File: src/rtl/sixteen_bit_down_counter_pkg.sv
// Shared constants and state type for the 16-bit down-counter.
package dec_pkg;

    localparam int WIDTH = 16;
    localparam logic [WIDTH-1:0] ALL_ONES = 16'hFFFF;

    typedef enum logic [1:0] {
        IDLE = 2'b00,
        RUN  = 2'b01,
        DONE = 2'b10
    } state_t;

endpackage

File: src/rtl/sixteen_bit_down_counter_if.sv
// Control/status bundle for the down-counter.
// The master drives load, start, en and dec. The slave (the counter) returns
// count, busy, done and underflow.
interface sixteen_bit_down_counter_if;
    import dec_pkg::*;

    logic             load;
    logic [WIDTH-1:0] load_val;
    logic             start;
    logic             en;
    logic             dec;
    logic [WIDTH-1:0] count;
    logic             busy;
    logic             done;
    logic             underflow;

    modport master (
        output load, load_val, start, en, dec,
        input  count, busy, done, underflow
    );

    modport slave (
        input  load, load_val, start, en, dec,
        output count, busy, done, underflow
    );
endinterface

File: src/rtl/sixteen_bit_down_counter_dec.sv
// Gate-level ripple decrementer: out = in + 16'hFFFF, built from full_add cells.
// borrow is the inverted final carry. It is high only when in == 0.

// One-bit full adder cell.
module full_add (
    input  logic a,
    input  logic b,
    input  logic cin,
    output logic s,
    output logic cout
);
    assign s    = a ^ b ^ cin;
    assign cout = (a & b) | (a & cin) | (b & cin);
endmodule

module sixteen_bit_decrementer
    import dec_pkg::*;
(
    input  logic [WIDTH-1:0] in,
    output logic [WIDTH-1:0] out,
    output logic             borrow
);
    // carry[0] is the chain input; carry[gi+1] leaves bit gi
    logic [WIDTH:0] carry;

    assign carry[0] = 1'b0;

    // Each cell adds a constant 1 on b, rippling carry strictly from bit gi-1
    generate
        for (genvar gi = 0; gi < WIDTH; gi++) begin : g_chain
            full_add u_fa (
                .a    (in[gi]),
                .b    (1'b1),
                .cin  (carry[gi]),
                .s    (out[gi]),
                .cout (carry[gi+1])
            );
        end
    endgenerate

    assign borrow = ~carry[WIDTH];
endmodule

File: src/rtl/sixteen_bit_down_counter.sv
// Loadable 16-bit down-counter with a start/run/done handshake.
// Compile-time option DEC_SATURATE_EN: when defined, a single-step dec at
// count 0 holds the count at 0 instead of wrapping to 16'hFFFF. underflow
// still pulses in both builds.
module sixteen_bit_down_counter
    import dec_pkg::*;
(
    input  logic                           clk,
    input  logic                           rst_n,
    sixteen_bit_down_counter_if.slave      bus
);
    state_t           state_reg, state_next;
    logic [WIDTH-1:0] count_reg, count_next;
    logic             underflow_reg, underflow_next;
    logic [WIDTH-1:0] dec_val;
    logic             dec_borrow;

    sixteen_bit_decrementer u_dec (
        .in     (count_reg),
        .out    (dec_val),
        .borrow (dec_borrow)
    );

    // State, count and underflow registers with synchronous active-low reset
    always_ff @(posedge clk) begin
        if (!rst_n) begin
            state_reg     <= IDLE;
            count_reg     <= '0;
            underflow_reg <= 1'b0;
        end else begin
            state_reg     <= state_next;
            count_reg     <= count_next;
            underflow_reg <= underflow_next;
        end
    end

    // Next state / next count: load beats start, and start beats dec
    always_comb begin
        state_next     = state_reg;
        count_next     = count_reg;
        underflow_next = 1'b0;
        if (bus.load) begin
            count_next = bus.load_val;
            state_next = IDLE;
        end else begin
            case (state_reg)
                IDLE: begin
                    if (bus.start) begin
                        state_next = (count_reg == '0) ? DONE : RUN;
                    end else if (bus.dec) begin
                        underflow_next = dec_borrow;
`ifdef DEC_SATURATE_EN
                        count_next = dec_borrow ? count_reg : dec_val;
`else
                        count_next = dec_val;
`endif
                    end
                end
                RUN: begin
                    if (bus.en) begin
                        // Never count below zero while running
                        if (count_reg == '0) begin
                            state_next = DONE;
                        end else begin
                            count_next = dec_val;
                            if (count_reg == WIDTH'(1)) begin
                                state_next = DONE;
                            end
                        end
                    end
                end
                DONE: begin
                    state_next = IDLE;
                end
                default: begin
                    state_next = IDLE;
                end
            endcase
        end
    end

    assign bus.count     = count_reg;
    assign bus.busy      = (state_reg == RUN);
    assign bus.done      = (state_reg == DONE);
    assign bus.underflow = underflow_reg;

endmodule

File: src/flat_wrapper.sv
// flat-port wrapper written by rule: the top's interface ports become plain ports
module sixteen_bit_down_counter_flat import dec_pkg::*;
  (clk, rst_n, bus_load, bus_load_val, bus_start, bus_en, bus_dec, bus_count, bus_busy, bus_done, bus_underflow);
  sixteen_bit_down_counter_if bus_i ();
  input  logic clk;
  input  logic rst_n;
  input wire logic [$bits(bus_i.load)-1:0] bus_load;
  input wire logic [$bits(bus_i.load_val)-1:0] bus_load_val;
  input wire logic [$bits(bus_i.start)-1:0] bus_start;
  input wire logic [$bits(bus_i.en)-1:0] bus_en;
  input wire logic [$bits(bus_i.dec)-1:0] bus_dec;
  output wire logic [$bits(bus_i.count)-1:0] bus_count;
  output wire logic [$bits(bus_i.busy)-1:0] bus_busy;
  output wire logic [$bits(bus_i.done)-1:0] bus_done;
  output wire logic [$bits(bus_i.underflow)-1:0] bus_underflow;
  assign bus_i.load = bus_load;
  assign bus_i.load_val = bus_load_val;
  assign bus_i.start = bus_start;
  assign bus_i.en = bus_en;
  assign bus_i.dec = bus_dec;
  assign bus_count = bus_i.count;
  assign bus_busy = bus_i.busy;
  assign bus_done = bus_i.done;
  assign bus_underflow = bus_i.underflow;
  sixteen_bit_down_counter u_core (.clk(clk), .rst_n(rst_n), .bus(bus_i));
endmodule
File: config.mk
export PLATFORM = sky130hd
export DESIGN_NAME = sixteen_bit_down_counter_flat
export DESIGN_NICKNAME = d
export VERILOG_FILES = /design/src/rtl/sixteen_bit_down_counter_pkg.sv /design/src/rtl/sixteen_bit_down_counter_if.sv /design/src/rtl/sixteen_bit_down_counter_dec.sv /design/src/rtl/sixteen_bit_down_counter.sv /design/src/flat_wrapper.sv
export SDC_FILE = /design/constraint.sdc
export NUM_CORES = 1
export LEC_CHECK = 0
export ABC_AREA = 1
export BUFFER_PORTS_ARGS = -buffer_cell sky130_fd_sc_hd__clkbuf_2
export CAP_MARGIN = 20
export CORE_MARGIN = 3
export CORE_UTILIZATION = 55
export DETAILED_ROUTE_END_ITERATION = 10
export GPL_ROUTABILITY_DRIVEN = 0
export GPL_TIMING_DRIVEN = 0
export PLACE_DENSITY = 0.85
export RECOVER_POWER = 50
export SLEW_MARGIN = 30
export SYNTH_ARGS = -nofsm -noshare
export SYNTH_HDL_FRONTEND = slang
export SYNTH_HIERARCHICAL = 1
export SYNTH_SLANG_ARGS = --single-unit
File: constraint.sdc
create_clock -name clk -period 17.9 [get_ports clk]
set_input_delay 3.58 -clock clk [delete_from_list [all_inputs] [get_ports clk]]
set_output_delay 3.58 -clock clk [all_outputs]
set_load 0.02 [all_outputs]
# --- After elaboration in Yosys (flattened, before gate mapping) ---
# Index checks and enable logic that the tools add are counted.
word_totals:
  regBits: 19
  out_inout_bits: 19
  elab_cells: 112
op_classes:
  eq_ne: 10
  muxes: 12
  n_bitwise: 80
  n_reduce_logical: 7
ops:
  columns: ["operator", "count"]
  rows:
  - ["$mux W16", 5]
  - ["$pmux W16 S2", 1]
  - ["$or A1 B1 Y1", 30]
  - ["$not A1 Y1", 20]
  - ["$eq A16 B1 Y1 const B", 1]
  - ["$logic_not A16 Y1", 1]
  - ["$and A1 B1 Y1", 15]
  - ["$xor A1 B1 Y1", 15]
  - ["$ne A3 B3 Y1 const B", 4]
  - ["$mux W2", 5]
  - ["$reduce_and A5 Y1", 1]
  - ["$reduce_or A5 Y1", 1]
  - ["$ne A2 B2 Y1 const B", 2]
  - ["$pmux W2 S2", 1]
  - ["$ne A3 B1 Y1 const B", 1]
  - ["$reduce_and A3 Y1", 1]
  - ["$reduce_bool A3 Y1", 1]
  - ["$eq A2 B1 Y1 const B", 1]
  - ["$eq A2 B2 Y1 const B", 1]
  - ["$logic_not A2 Y1", 1]
  - ["$reduce_or A2 Y1", 1]

# --- Depth between registers and ports, before layout ---
# Gate-level depths: netlist (run 1).
depth:
  ltp_word: 47
  ltp_mapped: 20

# --- Cells and area by module ---
# Netlist (run 1), hierarchy kept.
modules_own_cells:
  columns: ["module", "n_inst", "cells_each", "area_each_um2", "seq_area_each_um2"]
  rows:
  - ["sixteen_bit_down_counter", 1, 208, 1322.5, 380.4]
  - ["full_add", 16, 1, 20.0, 0.0]
  - ["sixteen_bit_decrementer", 1, 3, 11.3, 0.0]

# --- Worst setup path after synthesis (run 1) ---
# OpenSTA, ideal clock, no wires.
synth_timing:
  path_kind: "register to register"
  startpoint: "register u_core.count_reg[0], in the netlist u_core/bus.count[0]"
  endpoint: "register u_core.count_reg[15], in the netlist u_core/bus.count[15]"
  setup_ns: 0.114
  arrival_ns: 6.853
  required_ns: 17.786
  path_slack_ns: 10.933
  stages_incl_launch_ff: 21
  n_path_buf: 0
  synth_period_minus_slack_ns: 6.967
  cell_sequence: "dfxtp_1 fa_1 fa_1 fa_1 fa_1 fa_1 fa_1 fa_1 fa_1 fa_1 fa_1 fa_1 fa_1 fa_1 fa_1 fa_1 fa_1 nand2_1 nand2_1 nor2_1 nor2_2"
synth_between:
  elab_chain_cells: 47
  word_cells_on_any_way: 52
  classes_between: "eq/ne (1); mux (6); bitwise (43); reduce/logical (2)"
synth_lines:
  columns: ["element", "line", "text"]
  rows:
  - ["from (decl)", "sixteen_bit_down_counter.sv:13", "logic [WIDTH-1:0] count_reg, count_next;"]
  - ["from (signal assigned)", "sixteen_bit_down_counter.sv:32", "count_reg <= count_next;"]
  - ["$and A1 B1 Y1", "sixteen_bit_down_counter_dec.sv:13", "assign cout = (a & b) | (a & cin) | (b & cin);"]
  - ["$or A1 B1 Y1", "sixteen_bit_down_counter_dec.sv:13", null]
  - ["$or A1 B1 Y1 *", "sixteen_bit_down_counter_dec.sv:13", null]
  - ["named net u_core.u_dec.carry[2]", "sixteen_bit_down_counter_dec.sv:24", "logic [WIDTH:0] carry;"]
  - ["$and A1 B1 Y1", "sixteen_bit_down_counter_dec.sv:13", null]
  - ["$or A1 B1 Y1", "sixteen_bit_down_counter_dec.sv:13", null]
  - ["$or A1 B1 Y1 *", "sixteen_bit_down_counter_dec.sv:13", null]
  - ["named net u_core.u_dec.carry[3]", "sixteen_bit_down_counter_dec.sv:24", null]
  - ["[... 3 more ...]", null, null]
  - ["named net u_core.u_dec.carry[4]", "sixteen_bit_down_counter_dec.sv:24", null]
  - ["[... 3 more ...]", null, null]
  - ["named net u_core.u_dec.carry[5]", "sixteen_bit_down_counter_dec.sv:24", null]
  - ["[... 3 more ...]", null, null]
  - ["named net u_core.u_dec.carry[6]", "sixteen_bit_down_counter_dec.sv:24", null]
  - ["[... 3 more ...]", null, null]
  - ["named net u_core.u_dec.carry[7]", "sixteen_bit_down_counter_dec.sv:24", null]
  - ["[... 3 more ...]", null, null]
  - ["named net u_core.u_dec.carry[8]", "sixteen_bit_down_counter_dec.sv:24", null]
  - ["[... 3 more ...]", null, null]
  - ["named net u_core.u_dec.carry[9]", "sixteen_bit_down_counter_dec.sv:24", null]
  - ["[... 3 more ...]", null, null]
  - ["named net u_core.u_dec.carry[10]", "sixteen_bit_down_counter_dec.sv:24", null]
  - ["[... 3 more ...]", null, null]
  - ["named net u_core.u_dec.carry[11]", "sixteen_bit_down_counter_dec.sv:24", null]
  - ["[... 3 more ...]", null, null]
  - ["named net u_core.u_dec.carry[12]", "sixteen_bit_down_counter_dec.sv:24", null]
  - ["[... 3 more ...]", null, null]
  - ["named net u_core.u_dec.carry[13]", "sixteen_bit_down_counter_dec.sv:24", null]
  - ["[... 3 more ...]", null, null]
  - ["named net u_core.u_dec.carry[14]", "sixteen_bit_down_counter_dec.sv:24", null]
  - ["[... 2 more ...]", null, null]
  - ["$or A1 B1 Y1 *", "sixteen_bit_down_counter_dec.sv:13", null]
  - ["named net u_core.u_dec.carry[15]", "sixteen_bit_down_counter_dec.sv:24", null]
  - ["$xor A1 B1 Y1 *", "sixteen_bit_down_counter_dec.sv:12", "assign s = a ^ b ^ cin;"]
  - ["named net u_core.dec_val[15]", "sixteen_bit_down_counter.sv:15", "logic [WIDTH-1:0] dec_val;"]
  - ["$mux W16 (on tied branches)", "sixteen_bit_down_counter.sv:62, sixteen_bit_down_counter.sv:50", null]
  - ["$mux W16 (on tied branches)", "sixteen_bit_down_counter.sv:60, sixteen_bit_down_counter.sv:48", null]
  - ["$pmux W16 S2 *", "sixteen_bit_down_counter.sv:46", "case (state_reg)"]
  - ["$mux W16 *", "sixteen_bit_down_counter.sv:42", "if (bus.load) begin"]
# The timed path passes the listed nets; every way through them passes the cells marked *. The select of a mux whose other input is x is not followed.
# A chain may end at the register's enable or synchronous reset.

# --- Final worst setup path (run 1) ---
# Same ends and word-level chain as after synthesis.

==> impl_metrics.yaml, run 1 <==
yosys:
  synthCells: 227
  avgSynthCellArea_um2: 7.29
  synth.yosys.seq_area_share_pct: 23.0
  synthSimpleGateAreaFrac_pct: 46.1
  synth_compound_area_share_pct: 0.303
  synth_xor_area_share_pct: 0
  synth_area_um2: 1650
  synthTopCellsByArea: "dfxtp_1 23%, fa_1 19%, nand2_1 17%"
  ys_warn_count: 6
  synthAdderAreaFrac_pct: 19.4
  synth_area_leader_cell: "dfxtp_1"
  synthFlopType: "dfxtp_1"
  synthArstFlopShare_pct: 0
  synth_top_family_by_area: "simple AND/OR/NAND/NOR gates"
  synth_cell_types: 23
  netlist.area_leader.share_pct: 23.0
  synth_seq_cells: 19
  synthMuxAreaShare_pct: 0
  synth_edf_count: 0
pwr:
  power_density_nw_per_um2: 75.7
  peakVddDrop_uv: 44.1
  p_leak_nw: 1.03
global_routing:
  overflow: 0
  grtUsageTotal_pct: 20.3
  grt_pass1_vias: 1262
  antenna_found_initial: 0
  grt_pass1_wl_mm: 5.57
  grt_max_degree: 12
run_status:
  status: "complete, no violations"
clock_network:
  clk_pin_slew_ps: 120
  cts_root_buffer: "clkbuf_4"
  cts_hold_buf: 0
  cts_made_buffers: 3
  cts_tree: "built"
  cts_resized: 0
  cts_sinks: 19
  postCtsSetupRepairBufs: 0
  clk_latency_ps: 310
  htree_levels: 1
  cts_buffer_depth: 2
placement:
  place_ws_ps: 10650
  hpwl_mm: 2.71
  portBuffers: 38
sta:
  setup_viol: 0
  timing.fmax_mhz: 138
  maxSlewViolCount: 0
  hold_violations: 0
  fin_crit_ps: 7260
  rsz0062_at_grt: "false"
  setup_slack_ps: 10640
  fin_tns_setup_ps: 0
  max_slew_margin_pct: 22.1
  final.setup_skew_ps: 10.3
  worst_slew_pin_slew_ps: 1170
  period_share_pct: 40.5
detailed_routing:
  viasPerCell: 4.65
  routed_wl_mm: 3.46
  wl_per_cell_um: 11.0
  drc: 0
  drt_pre_antenna_iters: 4
  drtIter0Drc: 66
  vias: 1464
  antenna_left: 0
final_layout:
  n_fill_cell: 277
  fin_nets: 323
  drive_gt1_share_pct: 25.4
  syn_to_final_growth_pct: 14.4
  largest_reg_flops: 16
  diodes: 0
min_path:
  hold_class: "reg -> reg"
critical_path:
  path_class: "reg -> reg"
  critPathMaxFanout: 5
  cp.required_ps: 18110
  cp.arrival_ps: 7460
  cp-start-kind: "register"
  end_kind: "register"
floorplanning:
  dieArea_um2: 3700
  start_util_pct: 59.0
  die_h_um: 60.8
  rows: 19
  num_io_pins: 41
  core-area_um2: 2810
  die_w_um: 60.8
flow_run:
  max_cap_viol_count: 0
-- Yosys cell counts, types with 2 or more instances --
cell type / n
nand2_1: 74
nor2_1: 36
nand3_2: 2
nand3_1: 5
buf_2: 3
nand2_4: 10
inv_1: 22
conb_1: 2
inv_2: 4
buf_6: 3
nor2_2: 12
fa_1: 16
dfxtp_1: 19
nand2_2: 10
-- through the flow --
stage                     power (mW)  instance area (um^2)  hold slack, ps  cells  utilization [%]
final                          0.143                  1890             590    315             67.4
after global routing           0.156                  1890             628    315             67.4
after CTS                      0.148                  1970             587    315             70.1
after detailed placement       0.125                  1940             572    311             69.1
after global placement         0.122                  1940             559    311             69.1
after floorplan                0.108                  1710             572    242                -
-- cell type report --
| cell class | count | area, um^2 | share of cell area, % |
|---|---|---|---|
| multi-input combinational | 188 | 1120 | 59.5 |
| sequential | 19 | 380 | 20.1 |
| timing repair buffer | 38 | 178 | 9.39 |
| inverter | 26 | 97.6 | 5.16 |
| buffer | 9 | 45.0 | 2.38 |
| tap | 31 | 38.8 | 2.05 |
| clock buffer | 3 | 22.5 | 1.19 |
| clock inverter | 1 | 5.00 | 0.265 |
-- report_power, final --
part | switching [mW] | leakage, nW | total [mW] | internal, mW
sequential | 0.00739 | 0.157 | 0.0550 | 0.0476
clock | 0.0142 | 0.0177 | 0.0226 | 0.00834
combinational | 0.0404 | 0.855 | 0.0656 | 0.0252
total | 0.0620 | 1.03 | 0.143 | 0.0812
-- worst paths after layout --
path	to	slack [ps]	from	cells past startpoint
max	u_core/bus.count[15]$_SDFFE_PN0P_	10640	u_core/bus.count[0]$_SDFFE_PN0P_	20
min	u_core/bus.count[13]$_SDFFE_PN0P_	590	u_core/bus.count[13]$_SDFFE_PN0P_	4
min reg2reg	u_core/bus.count[13]$_SDFFE_PN0P_	590	u_core/bus.count[13]$_SDFFE_PN0P_	4
max reg2reg	u_core/bus.count[15]$_SDFFE_PN0P_	10640	u_core/bus.count[0]$_SDFFE_PN0P_	20
-- kinds of logic (layout without fill, tap and decap cells) --
| kind of cell | Yosys count | after routing |
|---|---|---|
| simple gates | 154 | 154 |
| fa+ha+maj | 16 | 16 |
| compound gates | 1 | 1 |
| buf+inv | 35 | 77 |
| flops | 19 | 19 |
| other cells | 2 | 17 |
-- critical path: stages (launching register included) --
cell and delay (ps):
dfxtp_1 390, fa_1 450, fa_1 400, fa_1 400, fa_1 390, fa_1 380
fa_1 400, fa_1 430, fa_1 400, fa_1 390, fa_1 390, fa_1 400
fa_1 400, fa_1 390, fa_1 400, fa_1 400, fa_1 440, nand2_1 80
nand2_1 60, nor2_1 120, nor2_2 50
-- cell usage in the layout, fill, tap and decap left out, types with 3 or more instances in the layout --
| master | synthesis | routed |
|---|---|---|
| nor2_1 | 36 | 36 |
| nand2_4 | 10 | 10 |
| nor2_2 | 12 | 12 |
| dfxtp_1 | 19 | 19 |
| nand2_1 | 74 | 77 |
| nand3_1 | 5 | 6 |
| fa_1 | 16 | 16 |
| clkbuf_2 | 0 | 28 |
| clkbuf_4 | 0 | 3 |
| inv_2 | 4 | 4 |
| inv_1 | 22 | 22 |
| clkbuf_1 | 1 | 15 |
| buf_2 | 3 | 3 |
| nand2_2 | 10 | 7 |
| conb_1 | 2 | 17 |
-- routing by layer --
metal / GRT usage (%) / vias up / part of all wire (%)
met5: 0 / - / 0
met4: 3.72 / 0 / 0.43
met3: 4.47 / 2 / 4.0
met2: 32.4 / 33 / 49
met1: 28.7 / 669 / 47
li1: - / 760 / -
No activity file was read; power rests on OpenSTA's default activity.
==> run 2: changes to the inputs <==
Settings changed: ABC_AREA 1 to 0, CORE_UTILIZATION 55 to 51, PLACE_DENSITY 0.85 to 0.82.
Clock period 17.9 ns to 7.5 ns, I/O delays scaled along.
==> run 2 against run 1 <==
Against the previous run:
- combinational power grew 100%
- largest power group is now sequential cells
- sequential power grew 150%
- maximum frequency shrank 0.31%
- clock skew shrank 8.7 ps
- synthesized cell count shrank 41%
- critical path depth shrank 1
==> impl_metrics.yaml, run 2 <==
detailed_routing:
  wl_per_cell_um: 14.7
  drtIter0Drc: 21
  drt_pre_antenna_iters: 4
  routed_wl_mm: 3.24
  vias: 1135
  antenna_left: 0
  drc: 0
  viasPerCell: 5.16
floorplanning:
  dieArea_um2: 3420
  start_util_pct: 55.3
  num_io_pins: 41
  die_w_um: 58.5
  die_h_um: 58.5
  rows: 18
  core-area_um2: 2540
yosys:
  synthFlopType: "dfxtp_1"
  synth_seq_cells: 19
  synth_edf_count: 0
  synthArstFlopShare_pct: 0
  synth_area_um2: 1410
  netlist.area_leader.share_pct: 27.0
  synthCells: 133
  synth.yosys.seq_area_share_pct: 27.0
  ys_warn_count: 6
  synth_area_leader_cell: "dfxtp_1"
  synthTopCellsByCount: "35 x nand2_1, 19 x dfxtp_1, 16 x fa_1, 16 x mux2_2, 16 x mux2i_1"
  synth_cell_types: 24
  synth.most_common_cell: "nand2_1"
  synthTopCellsByArea: "dfxtp_1 27%, fa_1 23%, mux2_2 13%"
  avgSynthCellArea_um2: 10.6
critical_path:
  cp.arrival_ps: 7480
  path_cells: "fa_1, fa_1, fa_1, fa_1, fa_1, fa_1, fa_1, fa_2, fa_2, fa_2, fa_1, fa_1, fa_1, fa_1, fa_1, fa_1, mux2_2, nand2_1, mux2i_1"
  crit_top_cell: "fa_1"
  cp-start-kind: "register"
  rrSetupSlack_ps: 220
  cp_slowest_cell: "fa_1"
  slowest_delay_ps: 440
  cp.required_ps: 7700
  critPathMaxFanout: 6
  end_kind: "register"
  path_class: "reg -> reg"
global_routing:
  grtUsageTotal_pct: 21.1
  grt_pass1_vias: 1175
  grt_pass1_wl_mm: 5.41
  grt_max_degree: 11
  antenna_found_initial: 0
  overflow: 0
pwr:
  p_leak_nw: 0.758
  peakVddDrop_uv: 108
  switching_power_uw: 127
  power_density_nw_per_um2: 191
  clockPowerShare_pct: 17.2
  p_sw_share_pct: 39.0
  pwr-share-seq_pct: 41.5
  p_int_uw: 198
  p_comb_share_pct: 41.3
placement:
  hpwl_mm: 2.58
  portBuffers: 38
clock_network:
  cts_tree: "built"
  cts_buffer_depth: 2
  clk_latency_ps: 310
  clk_pin_slew_ps: 110
  htree_levels: 1
  cts_hold_buf: 0
  cts_sinks: 19
  cts_root_buffer: "clkbuf_4"
  cts_made_buffers: 3
sta:
  max_slew_margin_pct: 60.2
  timing.fmax_mhz: 137
  rsz0062_at_grt: "false"
  fin_crit_ps: 7280
  final.setup_skew_ps: 1.53
  setup_viol: 0
  maxSlewViolCount: 0
  worst_slew_pin_slew_ps: 598
  hold_violations: 0
  fin_tns_setup_ps: 0
  period_share_pct: 97.1
final_layout:
  utilization_pct: 67.0
  syn_to_final_growth_pct: 21.2
  fin_nets: 229
  drive_gt1_share_pct: 29.5
  layout_commonest_cell: "nand2_1"
  largest_reg_flops: 16
  layout_common_cells: "35 x nand2_1, 25 x clkbuf_2, 20 x clkbuf_1"
  diodes: 0
run_status:
  status: "complete, no violations"
flow_run:
  max_cap_viol_count: 0
min_path:
  hold_class: "reg -> reg"
==> run 2: kinds of logic after synthesis <==
family                   Yosys count  synth area share [%]
buffers and inverters              9                  3.91
AO/OA/AOI/OAI                      5                  4.00
multiplexers                      32                  24.2
flip-flops                        19                  27.0
AND/OR/NAND/NOR                   50                  17.5
other                              2                 0.534
adder cells (fa/ha/maj)           16                  22.8
==> run 2: power by group through the flow <==
stage                     clock [mW]  sequential, mW  combinational, mW
final                         0.0558           0.135              0.134
after global routing          0.0597           0.139              0.148
after CTS                     0.0555           0.135              0.136
after detailed placement           0           0.137              0.135
after global placement             0           0.136              0.124
after floorplan                    0           0.149             0.0805
==> run 2: layer usage <==
layer | track usage, % | wire [um]
met1 | 25.5 | 1310
met2 | 38.3 | 1690
met3 | 4.17 | 205
met4 | 4.97 | 31
met5 | 0 | 0
==> run 2: timing repair <==
| item | CTS | global route |
|---|---|---|
| gates resized for setup | 0 | 4 |
| buffers inserted | 0 | 0 |
| setup endpoints to repair | 0 | 1 |
==> run 2: through the flow <==
stage	cells	area, um^2	power (mW)	setup slack, ps	hold WS (ps)
global placement	216	1690	0.260	215	500
global route	220	1700	0.346	53.2	568
finish	220	1700	0.325	219	521
floorplan	148	1460	0.230	416	580
CTS	220	1720	0.327	58.6	532
detailed placement	216	1690	0.273	119	516
==> run 2: final timing paths <==
check	startpoint	end	cells after the start
max	u_core/bus.count[0]$_SDFFE_PN0P_	u_core/bus.count[15]$_SDFFE_PN0P_	19
min	u_core/bus.count[0]$_SDFFE_PN0P_	u_core/bus.count[0]$_SDFFE_PN0P_	2
min reg2reg	u_core/bus.count[0]$_SDFFE_PN0P_	u_core/bus.count[0]$_SDFFE_PN0P_	2
max reg2reg	u_core/bus.count[0]$_SDFFE_PN0P_	u_core/bus.count[15]$_SDFFE_PN0P_	19
==> run 2: worst max-delay path, delay by kind of cell (launching register included) <==
family	cells	cell delay [ps]
DFF	1	370
muxes	2	330
adders and majority gates	16	6380
and+or+nand+nor	1	70
==> run 2: final cells by class <==
cell class              instances  area, um^2
plain buffers                   7        42.5
inverters                       2        7.51
fillers                       229         841
clock buffers                   4        26.3
well taps                      30        37.5
repair buffers                 38         174
multi-input cells             120        1030
flip-flops and latches         19         382
